===== config.mk =====
export PLATFORM = sky130hd
export DESIGN_NAME = bp_cce_dir_entry_writer
export DESIGN_NICKNAME = d
export VERILOG_FILES = /design/src/rtl/bp_cce_dir_entry_writer.sv
export SDC_FILE = /design/constraint.sdc
export NUM_CORES = 1
export LEC_CHECK = 0
export ABC_AREA = 1
export CAP_MARGIN = 20
export CORE_AREA = 5 5 301 303
export CTS_BUF_LIST = sky130_fd_sc_hd__clkbuf_4 sky130_fd_sc_hd__clkbuf_8
export DETAILED_ROUTE_END_ITERATION = 8
export DIE_AREA = 0 0 306 308
export PLACE_DENSITY = 0.48
export SETUP_SLACK_MARGIN = 0.4
export SYNTH_ARGS = -nofsm -noshare
export SYNTH_HDL_FRONTEND = slang
export SYNTH_SLANG_ARGS = --single-unit

===== constraint.sdc =====
create_clock -name clk_i -period 11.4 [get_ports clk_i]
set_input_delay 2.28 -clock clk_i [delete_from_list [all_inputs] [get_ports clk_i]]
set_output_delay 2.28 -clock clk_i [all_outputs]
set_load 0.02 [all_outputs]

===== src/rtl/bp_cce_dir_entry_writer.sv =====
// Read-modify-write of one {tag, state} entry in a directory row held in a 1RW synchronous RAM.
// Optional macro BP_CCE_DIR_WR_BYPASS_EN: reuse the last written row instead of re-reading it.
module bp_cce_dir_entry_writer #(
    parameter int tag_sets_per_row_p = 2,
    parameter int assoc_p            = 8,
    parameter int tag_width_p        = 20,
    parameter int rows_p             = 64,
    localparam int lg_rows_lp        = (rows_p > 1) ? $clog2(rows_p) : 1,
    localparam int lg_assoc_lp       = (assoc_p > 1) ? $clog2(assoc_p) : 1,
    localparam int entry_width_lp    = tag_width_p + 3,
    localparam int row_width_p       = tag_sets_per_row_p * assoc_p * entry_width_lp
) (
    input  logic                   clk_i,
    input  logic                   reset_i,
    input  logic                   v_i,
    output logic                   ready_o,
    input  logic [lg_rows_lp-1:0]  row_addr_i,
    input  logic                   set_sel_i,
    input  logic [lg_assoc_lp-1:0] way_i,
    input  logic [tag_width_p-1:0] tag_i,
    input  logic [2:0]             state_i,
    input  logic                   state_only_i,
    output logic                   ram_v_o,
    output logic                   ram_w_o,
    output logic [lg_rows_lp-1:0]  ram_addr_o,
    output logic [row_width_p-1:0] ram_data_o,
    input  logic [row_width_p-1:0] ram_data_i,
    output logic                   done_o
);

    typedef enum logic [1:0] {IDLE, RD, WR} state_e;

    state_e                 state_r, state_n;
    logic                   accept;
    logic                   hit;
    logic [lg_rows_lp-1:0]  row_r;
    logic                   set_r;
    logic [lg_assoc_lp-1:0] way_r;
    logic [tag_width_p-1:0] tag_r;
    logic [2:0]             coh_r;
    logic                   state_only_r;
    logic [row_width_p-1:0] src_row;

    // Entry [set][way] is laid out at ((set*assoc_p)+way)*entry_width, state in the low 3 bits.
    function automatic logic [row_width_p-1:0] merge_entry(
        input logic [row_width_p-1:0] row,
        input logic                   set_sel,
        input logic [lg_assoc_lp-1:0] way,
        input logic [tag_width_p-1:0] tag,
        input logic [2:0]             coh,
        input logic                   state_only
    );
        logic [row_width_p-1:0] r;
        int                     base;
        r    = row;
        base = (int'(set_sel) * assoc_p + int'(way)) * entry_width_lp;
        if (!state_only)
            r[base+3 +: tag_width_p] = tag;
        r[base +: 3] = coh;
        return r;
    endfunction

`ifdef BP_CCE_DIR_WR_BYPASS_EN
    logic                   last_v_r;
    logic [lg_rows_lp-1:0]  last_addr_r;
    logic [row_width_p-1:0] last_row_r;
    logic                   bypass_r;

    assign hit     = last_v_r && (row_addr_i == last_addr_r);
    assign src_row = bypass_r ? last_row_r : ram_data_i;

    always_ff @(posedge clk_i) begin
        if (reset_i)
            last_v_r <= 1'b0;
        else if (state_r == WR)
            last_v_r <= 1'b1;
    end

    always_ff @(posedge clk_i) begin
        if (state_r == WR) begin
            last_addr_r <= row_r;
            last_row_r  <= ram_data_o;
        end
        if (accept)
            bypass_r <= hit;
    end
`else
    assign hit     = 1'b0;
    assign src_row = ram_data_i;
`endif

    always_ff @(posedge clk_i) begin
        if (reset_i)
            state_r <= IDLE;
        else
            state_r <= state_n;
    end

    // Request fields are captured once at acceptance and held through RD/WR.
    always_ff @(posedge clk_i) begin
        if (accept) begin
            row_r        <= row_addr_i;
            set_r        <= set_sel_i;
            way_r        <= way_i;
            tag_r        <= tag_i;
            coh_r        <= state_i;
            state_only_r <= state_only_i;
        end
    end

    always_comb begin
        state_n = state_r;
        ready_o = 1'b0;
        ram_v_o = 1'b0;
        ram_w_o = 1'b0;
        done_o  = 1'b0;
        accept  = 1'b0;
        case (state_r)
            IDLE: begin
                ready_o = 1'b1;
                if (v_i) begin
                    accept  = 1'b1;
                    state_n = hit ? WR : RD;
                end
            end
            RD: begin
                ram_v_o = 1'b1;
                state_n = WR;
            end
            WR: begin
                ram_v_o = 1'b1;
                ram_w_o = 1'b1;
                done_o  = 1'b1;
                state_n = IDLE;
            end
            default: state_n = IDLE;
        endcase
    end

    assign ram_addr_o = row_r;
    assign ram_data_o = merge_entry(src_row, set_r, way_r, tag_r, coh_r, state_only_r);

endmodule


==> Yosys cells after proc, flatten, opt, wreduce, memory -nomap -nowiden <==
Cells that the tools add are included.
{ "word_totals": {"input_bits": 405, "elab_cells": 31, "reg_bits": 36, "output_inout_bits": 378} }
{ "classes": {"n_mul": 1, "n_reduce_logical": 2, "n_eq_ne": 3, "n_mux": 10, "addsub": 4, "n_shift": 4} }
{ "op_table": {"columns": ["operator", "n"], "rows": [
  ["bitwise mux 368 bit", 2],
  ["2-to-1 mux 368 bit", 1],
  ["variable shift 20 x 33 -> 368 bit (first input constant)", 1],
  ["variable shift 3 x 33 -> 368 bit (first input constant)", 1],
  ["indexed part select 20 x 33 -> 368 bit", 1],
  ["indexed part select 3 x 33 -> 368 bit", 1],
  ["negator 10 -> 33 bit", 1],
  ["negator 11 -> 33 bit", 1],
  ["adder 10 x 2 -> 11 bit (second input constant)", 1],
  ["multiplier 5 x 5 -> 10 bit (second input constant)", 1],
  ["adder 4 x 3 -> 5 bit", 1],
  ["2-to-1 mux 1 bit", 5],
  ["one-hot mux 2 bit (2 select lines)", 1],
  ["equality test 2 x 1 -> 1 bit (second input constant)", 1],
  ["equality test 2 bit (second input constant)", 1],
  ["logical NOT 2 bit", 1],
  ["2-to-1 mux 2 bit", 1],
  ["inequality test 2 bit (second input constant)", 1],
  ["OR reduction 2 bit", 1]
]} }

==> Depth between registers and ports, before layout <==
Gate-level depths: netlist of the first run.
{ "depth": {"ltp_word": 8, "ltp_mapped": 24, "depth_no_buf": 21} }

==> Worst setup path before layout of the first run <==
Ideal clock, no wire load.
{ "synth_path": {"kind": "reg-to-output", "from": "register way_r[0]", "to": "output port ram_data_o[239]", "path_buffers": 5, "slack_ps": 5459, "path_stages_with_launch": 21, "required_ps": 9120, "t_arrival_ps": 3661, "path_cell_list": "edfxtp_1 -> inv_2 -> buf_2 -> ha_1 -> buf_2 -> buf_1 -> nand2_1 -> ha_1 -> nand2_1 -> nand2_1 -> inv_1 -> nand3_1 -> nand2_4 -> buf_6 -> buf_6 -> nand2_1 -> nand2_1 -> o21ai_1 -> nor2_1 -> nand2_1 -> o31ai_1"} }
{ "synth_via": {"elab_chain_cells": 8, "word_cells_on_any_way": 12, "classes_between": "add/sub (4); mul (1); shift (4); mux (3)"} }
{ "synth_rtl": {"columns": ["element", "line", "text"], "rows": [
  ["start, declared", "38", "logic [lg_assoc_lp-1:0] way_r;"],
  ["start signal, assigned", "104", "way_r <= way_i;"],
  ["adder 4 x 3 -> 5 bit (*)", "56", "base = (int'(set_sel) * assoc_p + int'(way)) * entry_width_lp;"],
  ["multiplier 5 x 5 -> 10 bit (*)", "56", null],
  ["adder 10 x 2 -> 11 bit", "58", "r[base+3 +: tag_width_p] = tag;"],
  ["negator 11 -> 33 bit", "58", null],
  ["indexed part select 20 x 33 -> 368 bit or variable shift 20 x 33 -> 368 bit (tied branches)", "58", null],
  ["bitwise mux 368 bit", "58", null],
  ["2-to-1 mux 368 bit", "57", "if (!state_only)"],
  ["bitwise mux 368 bit (*)", "59", "r[base +: 3] = coh;"],
  ["end, declared", "26", "output logic [row_width_p-1:0] ram_data_o,"]
]} }
Mark *: on every way between the ends. The rest lies on a longest branch, timed or not.

==> Worst setup path after layout of the first run <==
{ "layout_path": {"from": "register way_r[0]", "to": "output port ram_data_o[148]"} }
Same word-level chain as after synthesis.

==> results.py, run 1 <==
metrics = {
    "clock_network": {
        "cts_setup_buffers": 0,
        "cts_root_buf": "clkbuf_8",
        "hold_buffers": 0,
        "htree_levels": 2,
        "clk_pin_slew_worst_paths_ns": 0.09,
        "cts_buffer_depth": 2,
        "cts_resized": 0,
        "cts_tree": "built",
        "cts_inserted_buffers": 5,
        "clkSinkCount": 36,
        "clk_latency_ns": 0.32,
    },
    "final_layout": {
        "drive_gt1_frac": 0.04381,
        "nNetsFinal": 4222,
        "design_area_um2": 24100,
        "area_growth_pct": 57.96,
    },
    "logic_synthesis": {
        "ys_warn_count": 0,
        "synth_edf_count": 34,
        "synth.area.top_cells": "nand2_1, nand3_1, nor2_1",
        "synth_flop_cell": "edfxtp_1",
        "ys_ff_latch": 36,
        "synth_async_sr_flop_share": 0,
        "yosysSeqAreaShare": 0.06954,
        "yosysTopAreaCell": "nand2_1",
        "ys_top_cells_by_count": "nand2_1, nor2_1, nand3_1",
        "synth_nets": 3558,
        "postSynthAreaPerCell_um2": 4.884,
        "yosysMostFrequentCell": "nand2_1",
        "synthCells": 3124,
        "synth_area_um2": 15260,
        "yosys.area.top_type_share": 0.2618,
        "ys_types": 56,
    },
    "placement": {
        "hpwlAfterDp_um": 130900,
        "placed_cell_area_um2": 23960,
        "gp_congestion": 0.9988,
        "portBuffers": 782,
    },
    "timing": {
        "fin_crit_ns": 9.417,
        "fin_skew_ns": 0.01970,
        "final-setup-viol-count": 0,
        "tns_ns": 0,
        "report.final.slew_viol_count": 0,
        "worst_pin_slew_ns": 1.235,
        "period_share": 0.8260,
        "maxClockFrequency_mhz": 106.2,
        "hold_viol_final": 0,
        "rsz0062_at_grt": "no",
        "hold-worst-slack_ns": 0.5254,
        "slew_headroom": 0.1679,
    },
    "power_and_ir_drop": {
        "p_switching_w": 0.004769,
        "p_sw_frac": 0.7541,
        "power.density_nw_per_um2": 262.4,
        "p_leak_nw": 10.26,
        "pwr-share-clk": 0.019,
        "vdd_drop_max_v": 0.0001199,
        "p_int_w": 0.001555,
        "power.share.sequential": 0.027,
        "combPwrFrac": 0.953,
    },
    "global_route": {
        "grt_overflow": 0,
        "grt_usage": 0.3136,
        "grt_pass1_vias": 23740,
        "met3_usage": 0.07608,
        "grt_use_met1": 0.4007,
        "top_usage_layer": "met2",
        "antenna_found_initial": 19,
        "grt_pass1_wl_um": 207900,
        "grt_max_degree": 85,
        "use_met2": 0.5132,
    },
    "setup_path": {
        "crit_top_cell": "nand2_1",
        "cp_slowest_cell": "inv_1",
        "cp.buffers_inverters": 6,
        "cp-end-kind": "primary output",
        "crit_type": "reg2out",
        "critical_path.top_delay_family": "buffers and inverters",
        "critPathMaxFanout": 58,
        "critPathArrivalTime_ns": 7.14,
        "cp.required_ns": 9.12,
        "cp_cell_sequence": "buf_4, inv_2, ha_1, buf_4, nand2_1, ha_1, nand2_1, nor2_1, nand3_1, nand3_1, nand2_1, nand2_4, nand2_1, inv_1, nand4_1, nand2_1, o21ai_0, inv_1, clkdlybuf4s50_1",
        "crit_path_max_incr_delay_ns": 0.99,
        "start_kind": "flip-flop",
    },
    "floorplanning": {
        "floorplan.rows": 109,
        "die_h_um": 308,
        "design.core.area_um2": 87690,
        "initial_core_util": 0.1740,
        "num_io_pins": 783,
        "dieArea_um2": 94250,
        "die_x_um": 306,
    },
    "drt": {
        "route.vias.total": 25240,
        "route.detailed.drc": 0,
        "final_antenna_net_count": 0,
        "routed_wl_um": 158400,
        "wl_per_cell_um": 31.92,
        "dr.pass1.iters": 6,
        "drtIter0Drc": 3088,
        "vias_per_cell": 5.085,
    },
    "min_path": {
        "hold_class": "reg2reg",
    },
    "status": {
        "status": "finished clean",
    },
    "flow_run": {
        "maxCapViolCount": 0,
    },
}
-- through the flow --
stage / instances / util / setup slack (ns) / total power (W)
after global placement: 4943 / 0.2730 / 2.602 / 0.006043
final: 4964 / 0.2748 / 1.983 / 0.006324
after global routing: 4956 / 0.2746 / 1.716 / 0.006503
after detailed placement: 4945 / 0.2732 / 2.542 / 0.006034
after floorplan: 3124 / - / 5.459 / 0.003168
after CTS: 4953 / 0.2745 / 2.144 / 0.006182
-- metal layers --
layer  routed length (um)  share of wire  vias up
li1                     -              -    11470
met1                64470           0.41    11950
met2                71720           0.45     1552
met3                14990          0.095      252
met4                 7127          0.045       18
met5                  130        0.00082        -
-- state kept, by name (all words and copies together), names as in the netlist --
signal	flops
state_only_r	1
tag_r	20
state_r	2
way_r	3
ram_addr_o	6
coh_r	3
set_r	1
-- cell usage in the layout, fill, tap and decap left out, types with 14 or more instances in the layout --
master | synthesis | routed
o21ai_0 | 245 | 245
o21bai_1 | 20 | 20
clkdlybuf4s50_1 | 0 | 782
o21ai_1 | 90 | 90
nand2_2 | 24 | 19
o31ai_1 | 17 | 17
nor2_2 | 22 | 20
nand2_1 | 1064 | 1064
nor3_2 | 14 | 14
nor3_1 | 28 | 28
nand4_1 | 80 | 80
edfxtp_1 | 34 | 34
nand3_1 | 360 | 360
ha_1 | 29 | 29
inv_1 | 330 | 329
buf_4 | 27 | 51
nor2_1 | 391 | 391
a21oi_1 | 72 | 72
-- worst reg2reg max path, cell delays in order (launching register included) --
cell      delay (ns)
dfxtp_1         0.34
inv_1           0.09
ha_1            0.19
nand2_1         0.06
clkinv_1        0.04
buf_4           0.44
-- worst paths after layout --
| kind | from | end | slack [ns] | depth (start not counted) |
|---|---|---|---|---|
| setup reg to reg | state_r[0] | tag_r[17] | 9.84 | 5 |
| hold reg to reg | state_r[0] | state_r[0] | 0.53 | 2 |
| hold / removal | state_r[0] | state_r[0] | 0.53 | 2 |
| setup / recovery | way_r[0] | ram_data_o[148] | 1.98 | 19 |
-- cell families after synthesis --
group / share of synthesized area
mux: 0.001968
flops: 0.06954
fa+ha+maj: 0.02378
xor+xnor: 0.001722
simple gates: 0.5676
buf+inv: 0.1507
compound gates: 0.1847
-- power groups by stage --
stage	registers, W	clock network (W)	logic (W)
after floorplan	0.000169	0	0.00300
final	0.000172	0.000123	0.00603
after detailed placement	0.000175	0	0.00586
after CTS	0.000172	0.000131	0.00588
after global routing	0.000173	0.000135	0.00620
after global placement	0.000175	0	0.00587
-- final cells by class --
class / instances / area [um2]
Clock buffer: 5 / 68.82
Inverter: 343 / 1289
Tap cell: 1165 / 1458
Fill cell: 10210 / 63590
Multi-Input combinational cell: 2569 / 11950
Antenna cell: 10 / 25.02
Clock inverter: 3 / 42.54
Timing Repair Buffer: 833 / 8210
Sequential cell: 36 / 1061
Power figures use the tool's default switching activity.
==> inputs of run 2 (changes only) <==
PLACE_DENSITY = 0.49   (was 0.48)
clock period = 8.5 ns   (was 11.4 ns; I/O delays follow)
==> run 2 against run 1 <==
Against the previous run:
- power is 38% higher
- sequential power is 33% higher
- worst hold slack got worse by 0.0044 ns
- largest cell class unchanged
- global-route usage increased by 0.81 points
- highest routed layer unchanged
- first-iteration DRC count is 3.6% lower
- critical endpoint is now ram_data_o[99]
- die area unchanged
- register-to-register slack got worse by 3.3 ns
- setup slack got worse by 1.4 ns
- final cell count increased by 0.60%
- critical path type unchanged
- largest power group unchanged
==> results.py, run 2 (synthesis results as in run 1) <==
metrics = {
    "clock_network": {
        "clk_pin_slew_worst_paths_ns": 0.09,
        "cts_resized": 0,
        "cts_root_buf": "clkbuf_8",
        "cts_setup_buffers": 0,
        "clk_latency_ns": 0.32,
        "cts_buffer_depth": 2,
        "hold_buffers": 0,
        "cts_inserted_buffers": 5,
        "htree_levels": 2,
        "clkSinkCount": 36,
        "cts_tree": "built",
    },
    "power_and_ir_drop": {
        "power.density_nw_per_um2": 353.4,
        "p_leak_nw": 10.61,
        "vdd_drop_max_v": 0.0001569,
    },
    "drt": {
        "vias_per_cell": 5.098,
        "top_layer": "met5",
        "wl_met3_um": 14240,
        "routed_wl_um": 161600,
        "wl_met1_um": 66880,
        "final_antenna_net_count": 0,
        "dr.pass1.iters": 6,
        "wl_met2_um": 71460,
        "wl_per_cell_um": 32.35,
        "route.detailed.drc": 0,
        "route.vias.total": 25460,
        "drtIter0Drc": 2978,
    },
    "final_layout": {
        "nNetsFinal": 4256,
        "final_cell_mix": "nand2_1, clkdlybuf4s50_1, nor2_1",
        "largest_register": "tag_r",
        "area_growth_pct": 61.44,
        "drive_gt1_frac": 0.06435,
        "largest_register_ffs": 20,
        "final_common_cell": "nand2_1",
    },
    "timing": {
        "timing.final.ws_setup_ns": 0.6029,
        "final-setup-viol-count": 0,
        "fin_skew_ns": 0.01086,
        "tns_ns": 0,
        "worst_pin_slew_ns": 1.254,
        "maxClockFrequency_mhz": 126.6,
        "rsz0062_at_grt": "no",
        "fin_crit_ns": 7.897,
        "hold_viol_final": 0,
        "period_share": 0.9291,
        "report.final.slew_viol_count": 0,
        "slew_headroom": 0.1553,
    },
    "placement": {
        "place_ws_ns": 1.050,
        "portBuffers": 782,
        "gp_congestion": 1.044,
        "hpwlAfterDp_um": 135000,
    },
    "floorplanning": {
        "design.core.area_um2": 87690,
        "die_x_um": 306,
        "num_io_pins": 783,
        "floorplan.rows": 109,
        "die_h_um": 308,
        "dieArea_um2": 94250,
        "initial_core_util": 0.1740,
    },
    "global_route": {
        "grt_pass1_wl_um": 212900,
        "antenna_found_initial": 10,
        "grt_max_degree": 87,
        "grt_usage": 0.3217,
        "grt_pass1_vias": 24140,
        "grt_overflow": 0,
    },
    "setup_path": {
        "cp-end-kind": "primary output",
        "start_kind": "flip-flop",
        "critPathMaxFanout": 47,
        "cp.required_ns": 6.80,
        "crit_type": "reg2out",
        "critPathArrivalTime_ns": 6.20,
    },
    "min_path": {
        "hold_class": "reg2reg",
    },
    "status": {
        "status": "finished clean",
    },
    "flow_run": {
        "maxCapViolCount": 0,
    },
}
[run 2: cell count changes in the layout (fill, tap and decap cells not counted), sizes merged]
cell	delta
buf	+80
diode	-4
clkdlybuf4s50	-46
[run 2: path summary, 6_finish.rpt]
| path | to | from | cells past startpoint | slack, ns |
|---|---|---|---|---|
| worst max-delay path | ram_data_o[99] | way_r[0] | 18 | 0.60 |
| worst min register to register | state_r[0] | state_r[0] | 2 | 0.52 |
| worst min-delay path | state_r[0] | state_r[0] | 2 | 0.52 |
| worst max register to register | tag_r[5] | state_r[0] | 5 | 6.49 |
[run 2: cell type report]
| class | instances | area [um2] |
|---|---|---|
| antenna | 6 | 15.01 |
| clock buffer | 5 | 68.82 |
| clock inverter | 3 | 42.54 |
| fill | 10180 | 63060 |
| inverter | 343 | 1289 |
| multi-input combinational | 2569 | 11950 |
| sequential | 36 | 1061 |
| tap | 1165 | 1458 |
| timing repair buffer | 867 | 8751 |
[run 2: metrics by stage]
stage | std cells | utilization | area, um2 | hold WS, ns | power [W]
after global placement | 4980 | 0.2794 | 24500 | 0.5028 | 0.008321
after floorplan | 3124 | - | 15260 | 0.4821 | 0.004249
after CTS | 4988 | 0.2807 | 24620 | 0.5320 | 0.008494
after detailed placement | 4980 | 0.2794 | 24500 | 0.5194 | 0.008289
after global routing | 4991 | 0.2808 | 24620 | 0.5625 | 0.008952
final | 4994 | 0.2809 | 24630 | 0.5209 | 0.008704
[run 2: metal layers]
metal | track usage | vias up
met1 | 0.4187 | 12070
met4 | 0.1414 | 6
met3 | 0.06517 | 277
met2 | 0.5167 | 1578
li1 | - | 11530
met5 | 0 | -
[run 2: report_power, final]
part           internal [W]  switching [W]  total (W)  leakage [nW]
clock network     0.0000870      0.0000812   0.000168        0.0542
logic               0.00193        0.00638    0.00831          10.2
registers          0.000213      0.0000158   0.000229         0.340
[run 2: critical path, stage by stage, from the launching register on]
cell and delay (ns):
edfxtp_1 0.45, buf_4 0.24, ha_1 0.31, ha_1 0.27, ha_1 0.29, inv_1 0.05
ha_1 0.45, nand2_1 0.11, inv_1 0.09, nand4_1 0.16, nand3_1 0.14, nand2_1 0.10
nand2_4 0.47, buf_4 0.68, nand3_1 0.39, nor2_1 0.21, nand2_1 0.08, o21ai_1 0.55
clkdlybuf4s50_1 0.74
